$ cat config.mk
export PLATFORM = sky130hd
export DESIGN_NAME = audio_sound_arbiter_flat
export DESIGN_NICKNAME = d
export VERILOG_FILES = /design/src/rtl/audio_pkg.sv /design/src/rtl/audio_sound_arbiter_if.sv /design/src/rtl/audio_ms_tick.sv /design/src/rtl/audio_sound_arbiter.sv /design/src/flat_wrapper.sv
export SDC_FILE = /design/constraint.sdc
export NUM_CORES = 1
export LEC_CHECK = 0
export CAP_MARGIN = 20
export CORE_ASPECT_RATIO = 1.5
export CORE_UTILIZATION = 40
export DETAILED_ROUTE_END_ITERATION = 12
export GPL_TIMING_DRIVEN = 0
export SYNTH_ARGS = -nofsm -noshare
export SYNTH_HDL_FRONTEND = slang
export SYNTH_SLANG_ARGS = --single-unit
$ cat constraint.sdc
create_clock -name clk -period 3.9 [get_ports clk]
set_clock_uncertainty 0.2 [all_clocks]
set_input_delay 0.78 -clock clk [delete_from_list [all_inputs] [get_ports clk]]
set_output_delay 0.78 -clock clk [all_outputs]
set_load 0.005 [all_outputs]
$ cat src/rtl/audio_pkg.sv
// Shared audio definitions: sound codes, arbiter state encoding and the
// pending-flag bundle used by the sound arbiter.
package audio_pkg;

    localparam int unsigned SND_W  = 2;
    localparam int unsigned HOLD_W = 8;
    localparam int unsigned DROP_W = 8;

    typedef enum logic [SND_W-1:0] {
        SND_NONE   = 2'd0,
        SND_MISS   = 2'd1,
        SND_BOUNCE = 2'd2,
        SND_HIT    = 2'd3
    } snd_e;

    typedef enum logic [1:0] {
        ARB_IDLE  = 2'd0,
        ARB_ISSUE = 2'd1,
        ARB_HOLD  = 2'd2
    } arb_state_e;

    // One sticky flag per sound
    typedef struct packed {
        logic miss;
        logic bounce;
        logic hit;
    } snd_flags_t;

    // Fixed priority: miss > hit > bounce
    function automatic snd_e pick_sound(input snd_flags_t f);
        snd_e s;
        if (f.miss) begin
            s = SND_MISS;
        end else if (f.hit) begin
            s = SND_HIT;
        end else if (f.bounce) begin
            s = SND_BOUNCE;
        end else begin
            s = SND_NONE;
        end
        return s;
    endfunction

    // A zero guard time behaves as one millisecond
    function automatic logic [HOLD_W-1:0] hold_clamp(input logic [HOLD_W-1:0] ms);
        return (ms == '0) ? HOLD_W'(1) : ms;
    endfunction

endpackage

$ cat src/rtl/audio_sound_arbiter_if.sv
// Game-logic <-> sound arbiter bundle.
// Optional drop counter signal present when AUDIO_ARB_DROPCNT_EN is defined.
interface audio_sound_arbiter_if;

    logic       en;
    logic       req_miss;
    logic       req_bounce;
    logic       req_hit;
    logic [1:0] snd_sel;
    logic       busy;
`ifdef AUDIO_ARB_DROPCNT_EN
    logic [audio_pkg::DROP_W-1:0] drop_cnt;

    modport master (output en, req_miss, req_bounce, req_hit,
                    input  snd_sel, busy, drop_cnt);
    modport slave  (input  en, req_miss, req_bounce, req_hit,
                    output snd_sel, busy, drop_cnt);
`else
    modport master (output en, req_miss, req_bounce, req_hit,
                    input  snd_sel, busy);
    modport slave  (input  en, req_miss, req_bounce, req_hit,
                    output snd_sel, busy);
`endif

endinterface

$ cat src/rtl/audio_ms_tick.sv
// Millisecond prescaler: counts 0..CLKS_PER_MS-1 and raises a registered
// one-cycle tick while the count sits at its terminal value.
module audio_ms_tick #(
    parameter int unsigned CLKS_PER_MS = 16000
) (
    input  logic clk,
    input  logic rst,
    input  logic restart,
    output logic tick
);

    localparam int unsigned CNT_W = (CLKS_PER_MS > 1) ? $clog2(CLKS_PER_MS) : 1;
    localparam logic [CNT_W-1:0] TERM = CNT_W'(CLKS_PER_MS - 1);

    logic [CNT_W-1:0] cnt_q;
    logic [CNT_W-1:0] cnt_d;
    logic             tick_q;

    // Wrap at terminal count
    always_comb begin
        cnt_d = (cnt_q == TERM) ? '0 : cnt_q + CNT_W'(1);
    end

    // Counter and tick registers; restart forces count 0 with no tick
    always_ff @(posedge clk) begin
        if (rst || restart) begin
            cnt_q  <= '0;
            tick_q <= 1'b0;
        end else begin
            cnt_q  <= cnt_d;
            tick_q <= (cnt_d == TERM);
        end
    end

    assign tick = tick_q;

endmodule

$ cat src/rtl/audio_sound_arbiter.sv
// Sound arbiter: collects one-shot sound requests as sticky pending flags,
// issues them one at a time by fixed priority and enforces a per-sound
// guard time before the next issue.
// Optional drop counter enabled by macro AUDIO_ARB_DROPCNT_EN.
module audio_sound_arbiter
    import audio_pkg::*;
#(
    parameter int unsigned CLKS_PER_MS    = 16000,
    parameter int unsigned HOLD_MS_MISS   = 70,
    parameter int unsigned HOLD_MS_BOUNCE = 50,
    parameter int unsigned HOLD_MS_HIT    = 40
) (
    input  logic                  clk,
    input  logic                  rst,
    audio_sound_arbiter_if.slave  bus
);

    localparam logic [HOLD_W-1:0] HOLD_MISS   = hold_clamp(HOLD_W'(HOLD_MS_MISS));
    localparam logic [HOLD_W-1:0] HOLD_BOUNCE = hold_clamp(HOLD_W'(HOLD_MS_BOUNCE));
    localparam logic [HOLD_W-1:0] HOLD_HIT    = hold_clamp(HOLD_W'(HOLD_MS_HIT));

    arb_state_e        state_q;
    snd_e              code_q;
    snd_e              snd_sel_q;
    snd_flags_t        pend_q;
    snd_flags_t        pend_d;
    snd_flags_t        req_c;
    logic [HOLD_W-1:0] hold_q;
    logic              busy_q;
    logic              ms_tick;
    logic              restart_c;
    logic              start_c;
    snd_e              pick_c;

    function automatic logic [HOLD_W-1:0] hold_load(input snd_e code);
        logic [HOLD_W-1:0] ms;
        case (code)
            SND_MISS:   ms = HOLD_MISS;
            SND_BOUNCE: ms = HOLD_BOUNCE;
            default:    ms = HOLD_HIT;
        endcase
        return ms;
    endfunction

    // Pending flags: en low flushes everything, otherwise requests are OR-ed
    // in and the sound being issued is cleared last so a same-cycle repeat loses
    always_comb begin
        req_c.miss   = bus.req_miss;
        req_c.bounce = bus.req_bounce;
        req_c.hit    = bus.req_hit;
        pend_d       = pend_q;
        if (!bus.en) begin
            pend_d = '0;
        end else begin
            pend_d = snd_flags_t'(pend_q | req_c);
            if (state_q == ARB_ISSUE) begin
                case (code_q)
                    SND_MISS:   pend_d.miss   = 1'b0;
                    SND_BOUNCE: pend_d.bounce = 1'b0;
                    SND_HIT:    pend_d.hit    = 1'b0;
                    default:    ;
                endcase
            end
        end
    end

    assign start_c   = (state_q == ARB_IDLE) && bus.en && (pend_q != '0);
    assign pick_c    = pick_sound(pend_q);
    assign restart_c = (state_q == ARB_ISSUE);

    audio_ms_tick #(
        .CLKS_PER_MS (CLKS_PER_MS)
    ) u_ms_tick (
        .clk     (clk),
        .rst     (rst),
        .restart (restart_c),
        .tick    (ms_tick)
    );

    // Arbiter FSM with registered snd_sel/busy
    always_ff @(posedge clk) begin
        if (rst) begin
            state_q   <= ARB_IDLE;
            code_q    <= SND_NONE;
            snd_sel_q <= SND_NONE;
            pend_q    <= '0;
            hold_q    <= '0;
            busy_q    <= 1'b0;
        end else begin
            pend_q    <= pend_d;
            snd_sel_q <= SND_NONE;
            busy_q    <= (pend_d != '0);
            case (state_q)
                ARB_IDLE: begin
                    if (start_c) begin
                        state_q   <= ARB_ISSUE;
                        code_q    <= pick_c;
                        snd_sel_q <= pick_c;
                        busy_q    <= 1'b1;
                    end
                end
                ARB_ISSUE: begin
                    state_q <= ARB_HOLD;
                    hold_q  <= hold_load(code_q);
                    busy_q  <= 1'b1;
                end
                ARB_HOLD: begin
                    if (ms_tick) begin
                        hold_q <= hold_q - HOLD_W'(1);
                        if (hold_q == HOLD_W'(1)) begin
                            state_q <= ARB_IDLE;
                        end else begin
                            busy_q <= 1'b1;
                        end
                    end else begin
                        busy_q <= 1'b1;
                    end
                end
                default: begin
                    state_q <= ARB_IDLE;
                end
            endcase
        end
    end

    assign bus.snd_sel = snd_sel_q;
    assign bus.busy    = busy_q;

`ifdef AUDIO_ARB_DROPCNT_EN
    logic              drop_c;
    logic [DROP_W-1:0] drop_q;

    // A cycle counts as a drop if any request is a duplicate or is discarded by en
    assign drop_c = bus.en ? ((pend_q & req_c) != 3'b000) : (req_c != 3'b000);

    // Saturating drop counter
    always_ff @(posedge clk) begin
        if (rst) begin
            drop_q <= '0;
        end else if (drop_c && (drop_q != '1)) begin
            drop_q <= drop_q + DROP_W'(1);
        end
    end

    assign bus.drop_cnt = drop_q;
`endif

endmodule

$ cat src/flat_wrapper.sv
// flat-port wrapper written by rule: the top's interface ports become plain ports
module audio_sound_arbiter_flat import audio_pkg::*;
#(
    parameter int unsigned CLKS_PER_MS    = 16000,
    parameter int unsigned HOLD_MS_MISS   = 70,
    parameter int unsigned HOLD_MS_BOUNCE = 50,
    parameter int unsigned HOLD_MS_HIT    = 40
)
  (clk, rst, bus_en, bus_req_miss, bus_req_bounce, bus_req_hit, bus_snd_sel, bus_busy);
  audio_sound_arbiter_if bus_i ();
  input  logic clk;
  input  logic rst;
  input wire logic [$bits(bus_i.en)-1:0] bus_en;
  input wire logic [$bits(bus_i.req_miss)-1:0] bus_req_miss;
  input wire logic [$bits(bus_i.req_bounce)-1:0] bus_req_bounce;
  input wire logic [$bits(bus_i.req_hit)-1:0] bus_req_hit;
  output wire logic [$bits(bus_i.snd_sel)-1:0] bus_snd_sel;
  output wire logic [$bits(bus_i.busy)-1:0] bus_busy;
  assign bus_i.en = bus_en;
  assign bus_i.req_miss = bus_req_miss;
  assign bus_i.req_bounce = bus_req_bounce;
  assign bus_i.req_hit = bus_req_hit;
  assign bus_snd_sel = bus_i.snd_sel;
  assign bus_busy = bus_i.busy;
  audio_sound_arbiter #(.CLKS_PER_MS(CLKS_PER_MS), .HOLD_MS_MISS(HOLD_MS_MISS), .HOLD_MS_BOUNCE(HOLD_MS_BOUNCE), .HOLD_MS_HIT(HOLD_MS_HIT)) u_core (.clk(clk), .rst(rst), .bus(bus_i));
endmodule
; ---- Yosys cells after proc, flatten, opt, wreduce, memory -nomap -nowiden
; Index checks and enable logic that the tools add are counted.
[totals]
ff_bits = 33
in_bits = 6
out_inout_bits = 3
word_cells = 57
[classes]
n_addsub = 2
n_eq_ne = 11
muxes = 20
n_bitwise = 3
n_reduce_logical = 11
[ops]
columns = op, n
row1 = "14-bit == test, second input constant", 2
row2 = 8-bit case mux with 2 select lines, 1
row3 = "14-bit by 1-bit adder with 14-bit output, second input constant", 1
row4 = 14-bit 2-to-1 mux, 1
row5 = 7-bit case mux with 2 select lines, 1
row6 = 2-bit 2-to-1 mux, 6
row7 = "8-bit by 1-bit == test with 1-bit output, second input constant", 1
row8 = 8-bit 2-to-1 mux, 1
row9 = "8-bit by 1-bit subtractor with 8-bit output, second input constant", 1
row10 = "2-bit == test, second input constant", 3
row11 = 1-bit 2-to-1 mux, 6
row12 = 3-bit 2-to-1 mux, 2
row13 = 2-bit case mux with 3 select lines, 1
row14 = 3-bit nonzero test, 2
row15 = "2-bit by 1-bit == test with 1-bit output, second input constant", 2
row16 = "2-bit by 1-bit != test with 1-bit output, second input constant", 2
row17 = 2-bit AND reduction, 2
row18 = 3-bit bitwise OR, 1
row19 = 1-bit case mux with 3 select lines, 1
row20 = 3-bit AND reduction, 1
row21 = 3-bit OR reduction, 1
row22 = 1-bit logical AND, 2
row23 = 2-bit logical NOT, 1
row24 = "2-bit != test, second input constant", 1
row25 = 3 further kinds, 4

; ---- Depth between registers and ports, before layout
; Gate-level depths: netlist of the first run.
[depth]
word_depth = 8
mapped_depth = 7
depth_no_buf = 7

; ---- Cells and area by module
; From an unflattened synthesis of the first run, not the netlist that was laid out.
[unflattened]
hier_cells = 191
area_unflattened_um2 = 1716.6
[by_module_without_submodules]
columns = mod, n_inst, cells_each, area_per_inst_um2, seq_area_each_um2
row1 = audio_sound_arbiter, 1, 113, 964.7, 360.3
row2 = audio_ms_tick, 1, 78, 752.0, 300.3

; ---- Worst setup path after synthesis of the first run
; No wires, ideal clock.
[synth_timing]
path_kind = input -> register
startpoint = in bus_en
endpoint = reg u_core.code_q[1]
setup_ns = 0.071
arrival_time_ns = 1.646
required_ns = 3.629
setup_slack_ns = 1.984
stages = 5
n_path_buf = 1
cell_sequence = o311ai_1 -> or2_0 -> clkbuf_1 -> or3_1 -> a21oi_1
[synth_between]
elab_chain_len = 3
[synth_rtl]
columns = element, line_no
row1 = from (decl), flat_wrapper.sv:13  ; input wire logic [$bits(bus_i.en)-1:0] bus_en;
row2 = 1-bit logical AND (2 in a row), audio_sound_arbiter.sv:67  ; assign start_c = (state_q == ARB_IDLE) && bus.en && (pend_q != '0);
row3 = 2-bit AND reduction (no source line), --
row4 = to (signal assigned), audio_sound_arbiter.sv:97  ; code_q <= pick_c;
row5 = to (decl), audio_sound_arbiter.sv:23  ; snd_e code_q;
; No other way between the ends.
; A chain may end at the register's enable or synchronous reset.

; ---- Final worst setup path of the first run
; Ends and elaborated chain as after synthesis.

==> results of run 1 <==
cell usage after synthesis, drive strengths merged, types with 2 or more instances:
cell type	n	area share [%]
dfxtp	33	39
xnor2	5	2.6
o21a	2	0.88
inv	11	2.4
nand4	4	2.3
o21ai	8	2.3
nor2	32	7.0
xor2	8	4.1
clkbuf	5	1.1
nand3	9	2.6
nand2b	3	1.1
nor4	4	1.8
nor2b	6	2.2
a21boi	2	0.88
nand3b	2	0.88
nand2	16	3.5
nor3	5	1.8
a211oi	4	2.0
or3	4	1.5
and3	2	0.73
a21oi	12	3.5
mux2i	2	1.2
ha	7	5.1
nand4b	3	1.5
registers in the layout, summed over array words and instances, names as in the netlist:
name                    flops
u_core.u_ms_tick.tick       1
u_core.bus.snd_sel          2
u_core.u_ms_tick.cnt_q     14
u_core.bus.busy             1
u_core.pend_q               3
u_core.hold_q               8
u_core.code_q               2
u_core.state_q              2
power breakdown:
part	switching, mW	leakage, nW	total (mW)	internal (mW)
combinational	0.0389	0.379	0.0674	0.0285
sequential	0.0111	0.268	0.360	0.349
clock	0.119	0.0399	0.236	0.117
routing by layer:
layer  vias to the layer above  wire length, microns
li1                        747                     -
met1                       665                  1480
met2                        28                  1830
met3                        12                   118
met4                         0                   132
met5                         -                     0
cells in the final DEF (no fill, tap or decap), types with 2 or more instances in the layout:
cell type        count
nand3_1              9
clkbuf_1             5
nand2_1             16
a211oi_1             3
nand4_1              3
nor3_1               4
mux2i_1              2
or3_1                4
nand2b_1             3
nand3b_1             2
ha_1                 7
clkdlybuf4s50_1      7
a21boi_0             2
clkbuf_8             5
nor2_1              32
xnor2_1              5
nand4b_1             3
nor2b_1              6
o21a_1               2
a21oi_1             12
nor4_1               3
o21ai_0              8
and3_1               2
dfxtp_1             33
xor2_1               8
inv_1               11
metrics by stage:
stage          util, %  setup WS [ps]
3_3_place_gp      45.7           1350
4_1_cts           47.5           1620
2_1_floorplan        -           1980
3_5_place_dp      45.7           1340
6_report          47.5           1620
5_1_grt           47.5           1520
worst register-to-register path, stage by stage, from the launching register on:
cell,delay [ps]
dfxtp_1,390
ha_1,310
inv_1,160
nor4_2,340
a21o_1,220
buf_2,250
nor2_1,70
cells by family after synthesis:
group / after synthesis / synth area share [%]
DFF: 33 / 38.5
xor gates and xnor gates: 13 / 6.64
muxes: 3 / 1.82
buffers and inverters: 17 / 3.79
AOI/OAI and AO/OA: 38 / 14.8
adders and majority gates: 7 / 5.11
and+or+nand+nor: 95 / 29.3
cell type report:
type / instances / area (sq um) / area share, %
Clock inverter: 1 / 5.00 / 0.261
Sequential cell: 33 / 661 / 34.5
Buffer: 6 / 23.8 / 1.24
Tap cell: 45 / 56.3 / 2.94
Clock buffer: 5 / 68.8 / 3.59
Timing Repair Buffer: 7 / 70.1 / 3.66
Inverter: 11 / 41.3 / 2.16
Multi-Input combinational cell: 156 / 990 / 51.7
path summary, 6_finish.rpt:
path / from / to / slack [ps] / cells past startpoint
worst min register to register: u_core.u_ms_tick.cnt_q[0]$_SDFF_PP0_ / u_core.u_ms_tick.cnt_q[0]$_SDFF_PP0_ / 280 / 1
worst max register to register: u_core.u_ms_tick.cnt_q[0]$_SDFF_PP0_ / u_core.u_ms_tick.cnt_q[10]$_SDFF_PP0_ / 1850 / 6
worst max-delay path: bus_en / u_core.code_q[1]$_SDFFE_PP0P_ / 1620 / 6
worst min-delay path: u_core.u_ms_tick.cnt_q[0]$_SDFF_PP0_ / u_core.u_ms_tick.cnt_q[0]$_SDFF_PP0_ / 280 / 1
==> run summary, run 1 <==
The transition time at the pin with the least slew margin came out at 515 ps. For this run, the top clock speed supported by timing is 0.438 GHz. For this run, the slowest stage of the critical path takes 520 ps. The tools report the number of pins with negative max-slew slack in the final report as 0. Of all nets on the critical path, the largest fanout is 6. Endpoint type of the worst setup path: a flop. In this run the cell area of the synthesized design comes to 1720 sq um. The combined buffer and inverter count along the critical path works out to 2.

For the total routing resource utilization after global routing, the log shows 17.4%. Among all flip-flop cells after synthesis, the most frequent one is dfxtp_1. The min-delay analysis places its worst path in the category flop to flop. Yosys mapped the design onto 45 distinct sky130hd cell types.

Growth of design area from synthesis to finish: 11.7%. The period utilization is 58.5%. The run gives 0 as the initial antenna violation count. For the final non-filler cell area, the log shows 1920 sq um. The cell family contributing the most delay on the critical path is buffers and inverters. After clock tree synthesis, the repair step resized 0 gates. The number of buffers inserted by port buffering works out to 7.

For the worst path required time, the log shows 3910 ps. The share of the Yosys chip area taken by registers is 38.5%. The placed instances occupy a cell area of 1840 sq um. Setup repair after global routing left no endpoint under its margin. Flip-flop and latch count after synthesis: 33.

The floorplan die area was 4560 sq um. STA classifies the critical path startpoint as an input pin. The number of setup buffers added after CTS was 0; the first-pass GRT wire length was 6220 microns. The critical path goes through clkdlybuf4s50_1 > o311ai_1 > or2_0 > clkbuf_1 > or3_1 > a21oi_1.

Setup violations remaining at the end of the flow were counted as 0. The repair_antennas step left the layout with diodes totalling 0. Subtracting the final worst setup slack from the clock period gives 2280 ps. The tools report the initial core utilization as 42.6%. The iteration count of the initial detailed-routing pass was 4; the clock-pin slew on the worst setup and hold paths was 60 ps.

The max-capacitance violation count came out at 0. The fraction of final layout cells with drive strength greater than 1 is 5.94%. The vias per cell works out to 5.50. Yosys printed 0 warnings. After detailed routing, the average wire length per cell comes to 13.5 microns. The layout has 405 filler cells.

The run gives 0 as the count of unresolved DRC violations after routing. The flow ran to the end, and the final reports show no timing, DRC or antenna violations. Summing over every cut layer, the via total after detailed routing is 1452.

A synthesized cell averages 8.33 sq um. In this run the tightest slew margin relative to its limit is 65.7%. For the maximum clock path buffer count, the log shows 2. The final layout contains routed wiring with a total length of 3560 microns.

The run gives 33 as the total clock sinks. In this run the count of I/O pins placed on the die edge is 9. The overall die width was 55.5 microns; the hold slack was 283 ps. In the final timing run, aggregate negative setup slack is 0 ps. The run gives 5 as the number of clock buffers inserted by TritonCTS.

Counting flops with an async set or reset pin after synthesis yields a share of 0%. The HPWL after detailed placement is 2560 microns. TritonCTS built the clock tree. The run gives 0 as the number of nets with antenna violations after routing. For the DRC violation total after the first TritonRoute iteration, the log shows 53. The number of placed instances with taps included was 258; the number of flops mapped to enable cells by yosys was 0.

The total overflow reported by the global router came out at 0. After floorplanning, the core was divided into 28 placement rows. Synthesis produced a netlist with a net count of 219. Entering global routing, the biggest net connects 11 pins. In this run the number of H-tree levels came out at 2. Global-route layer with the greatest usage: met2. For this run, global-route usage on met3 was measured as 4.05%. The clock reaches the later pin of the worst-skew pair after 290 ps. For the total count of hold-check failures in the final report, the log shows 0. The type of the worst setup path is input pin to flop.

The count of hold buffers inserted by post-cts repair was 0. The tools report the synthesized instance count as 206. The critical path arrival is 2290 ps, and the number of global-route vias before repair is 1426. In the final design database the tool counted 233 nets. The tools report the routability congestion estimate from global placement as 0.785. The cell leakage power came out at 0.687 nW. The area of the core region came out at 4030 sq um. The maximum vdd ir drop is 0.000228 V, and the final cell count without fillers is 264. In this run the power density over the cells is 347 nW/um^2. The floorplan step set the die height to 82.2 microns. The slowest stage of the critical path belongs to the cell clkdlybuf4s50_1.

Total power for the finished layout comes to 0.664 mW. Global routing consumed, on the met1 layer, 18.1% of the routing resources. In this run the clock root is driven by a clkbuf_8.

The run gives 31.7% as the routing usage on met2.
No activity file was read; power rests on OpenSTA's default activity.
==> inputs of run 2 (changes only) <==
Clock period 3.9 ns to 2.1 ns, I/O delays scaled along.
==> run summary, run 2 (same netlist as run 1, synthesis figures left out) <==
Ranked by flip-flop count, first place goes to u_core.u_ms_tick.cnt_q. In this run the most critical hold path is launched from u_core.u_ms_tick.cnt_q[0]$_SDFF_PP0_. For this configuration, the core starts out at a cell density of 42.6%.

The period utilization works out to 92.3%. VDD sags by at most 0.000427 V. The overall die width was 55.5 microns; the hold slack was 288 ps. In this run the worst path has a maximum fanout of 10. The number of pins with negative max-slew slack in the final report was 0.

The run gives -104 ps as the setup slack after placement. The maximum clock path buffer count was 2. Derived from the worst setup path, the maximum achievable clock frequency is 0.516 GHz. The routed design has 3540 microns of wire. The cell leakage power was 0.687 nW. The critical path starts at u_core.u_ms_tick.cnt_q[0]$_SDFF_PP0_. The kind of path behind the tightest hold check was flop to flop. Counting I/O delays and the setup requirement, the final critical path takes 1940 ps. Traced cell by cell, the critical path runs through ha_2 > inv_1 > nor4_2 > a21o_1 > clkbuf_4 > nor2_1. Using the TritonRoute via totals, the vias-per-cell ratio works out to 5.46.

The area growth from synthesis to layout is 12.3%. Once the clock tree was built, the setup fixing pass inserted 0 buffers. The detailed router finished its first iteration with 47 violations. The worst setup path is of the flop to flop kind.

On the critical path the largest part of the delay comes from flip-flops. In the final routed layout, each cell accounts on average for 13.4 microns. The iteration count of the initial detailed-routing pass was 4; the maximum single-stage delay on the critical path was 400 ps. The number of setup violations in the final report is 0, and the number of buffers inserted by port buffering is 7. In the final layout, the share of cells above drive strength 1 is 6.85%. The detail route stage leaves a number of antenna-violating nets equal to 0. The run finished with clean final reports. TritonCTS built the clock tree. The library cells used most frequently in the layout, excluding fill and tap cells, are 33 x dfxtp_1, 32 x nor2_1, 16 x nand2_1, 12 x a21oi_1, 11 x inv_1. For the total count of hold-check failures in the final report, the log shows 0.

The final worst slack was 161 ps. The slowest stage cell on the critical path was dfxtp_1. The largest registers in the layout are u_core.u_ms_tick.cnt_q (14), u_core.hold_q (8), u_core.pend_q (3). Setup repair after global routing left no endpoint under its margin. The total overflow reported by the global router was 0; the worst path required time was 2080 ps.

Max-cap violations in this run came to 0. The number of flip-flops in the largest register is 14, and the number of vias in the routed layout is 1442. Instance area after placement: 1840 sq um.

STA classifies the critical path endpoint as a flop. Clock latency on the worst-skew pair, taken at its later pin, is 290 ps. In this run the power density over the cells is 642 nW/um^2. The finished cells cover 1930 sq um. After filler insertion, the fill cell instance count of the layout stands at 404. Buffers inserted during clock tree synthesis total 5. Counting both buffers and inverters, the worst setup path holds a total of 2. The logs give 0 for the initial antenna violation count and 33 for the total clock sinks. From bottom edge to top edge, the die measures 82.2 microns.

The HPWL after detailed placement was 2560 microns. Global routing consumed, over all layers together, 17.4% of the routing resources. Floorplan die area: 4560 sq um. The number of antenna diodes in the final layout is 0.

The total number of placement rows came out at 28. The startpoint kind of the worst setup timing path was a flop. Clock root buffer master: clkbuf_8. The logs give 0 ps for the total negative setup slack and 11 for the maximum number of pins on one net before global-route repair. The clock-pin slew on the worst setup and hold paths was 60 ps; the transition time at the pin with the least slew margin was 524 ps. Data on the critical path arrives at its endpoint at 1910 ps. For the area of the core region, the log shows 4030 sq um.

The logs give 65.1% for the worst slew slack as a fraction of its limit and 2 for the number of H-tree levels. The net count of the finished layout is 233. The congestion estimate from routability-driven global placement came to 0.785. For the number of global-route vias before repair, the log shows 1426. The beginning of the worst register-to-register path is u_core.u_ms_tick.cnt_q[0]$_SDFF_PP0_.

9 I/O pins were placed. The most common library cell in the layout ignoring fill and taps was dfxtp_1. The first global-routing pass estimated 6220 microns of wire. In the routed design, unresolved DRC markers number 0.
==> run 2: metal layers <==
layer | track usage [%] | share of wire, % | up-vias
li1 | - | - | 746
met1 | 18.1 | 42 | 662
met2 | 31.7 | 52 | 22
met3 | 4.05 | 2.5 | 12
met4 | 11.0 | 3.7 | 0
met5 | 0 | 0 | -
==> run 2: timing repair <==
action,CTS,global route
hold buffers,0,0
gates resized for setup,0,3
endpoints found under the setup margin,0,13
==> run 2: final timing paths <==
path / to / slack (ps) / depth (start not counted)
worst min register to register: u_core.u_ms_tick.cnt_q[0]$_SDFF_PP0_ / 290 / 1
worst max register to register: u_core.u_ms_tick.cnt_q[10]$_SDFF_PP0_ / 160 / 6
worst max-delay path: u_core.u_ms_tick.cnt_q[10]$_SDFF_PP0_ / 160 / 6
worst min-delay path: u_core.u_ms_tick.cnt_q[0]$_SDFF_PP0_ / 290 / 1
==> run 2: power breakdown <==
part | leakage (nW) | internal, mW | switching (mW)
clock network | 0.0399 | 0.218 | 0.222
registers | 0.268 | 0.648 | 0.0211
logic | 0.379 | 0.0551 | 0.0723
total | 0.687 | 0.921 | 0.316
==> run 2: final cells by class <==
class | instances | area [sq um] | share of cell area (%)
Multi-Input combinational cell | 156 | 998 | 51.8
Sequential cell | 33 | 661 | 34.3
Timing Repair Buffer | 7 | 70.1 | 3.64
Clock buffer | 5 | 68.8 | 3.57
Tap cell | 45 | 56.3 | 2.92
Inverter | 11 | 41.3 | 2.14
Buffer | 6 | 26.3 | 1.36
Clock inverter | 1 | 5.00 | 0.260
==> run 2: metrics by stage <==
| stage | total power [mW] | cells | util [%] |
|---|---|---|---|
| 6_report | 1.24 | 264 | 47.8 |
| 2_1_floorplan | 0.767 | 206 | - |
| 4_1_cts | 1.26 | 264 | 47.5 |
| 5_1_grt | 1.30 | 264 | 47.8 |
| 3_5_place_dp | 0.808 | 258 | 45.7 |
| 3_3_place_gp | 0.808 | 258 | 45.7 |
==> run 2: worst reg2reg max path: cells and delay by family (launching register included) <==
kind | cells | cell delay, ps
DFF | 1 | 400
AOI/OAI and AO/OA | 1 | 220
buffers and inverters | 2 | 350
and+or+nand+nor | 2 | 390
adders and majority gates | 1 | 270
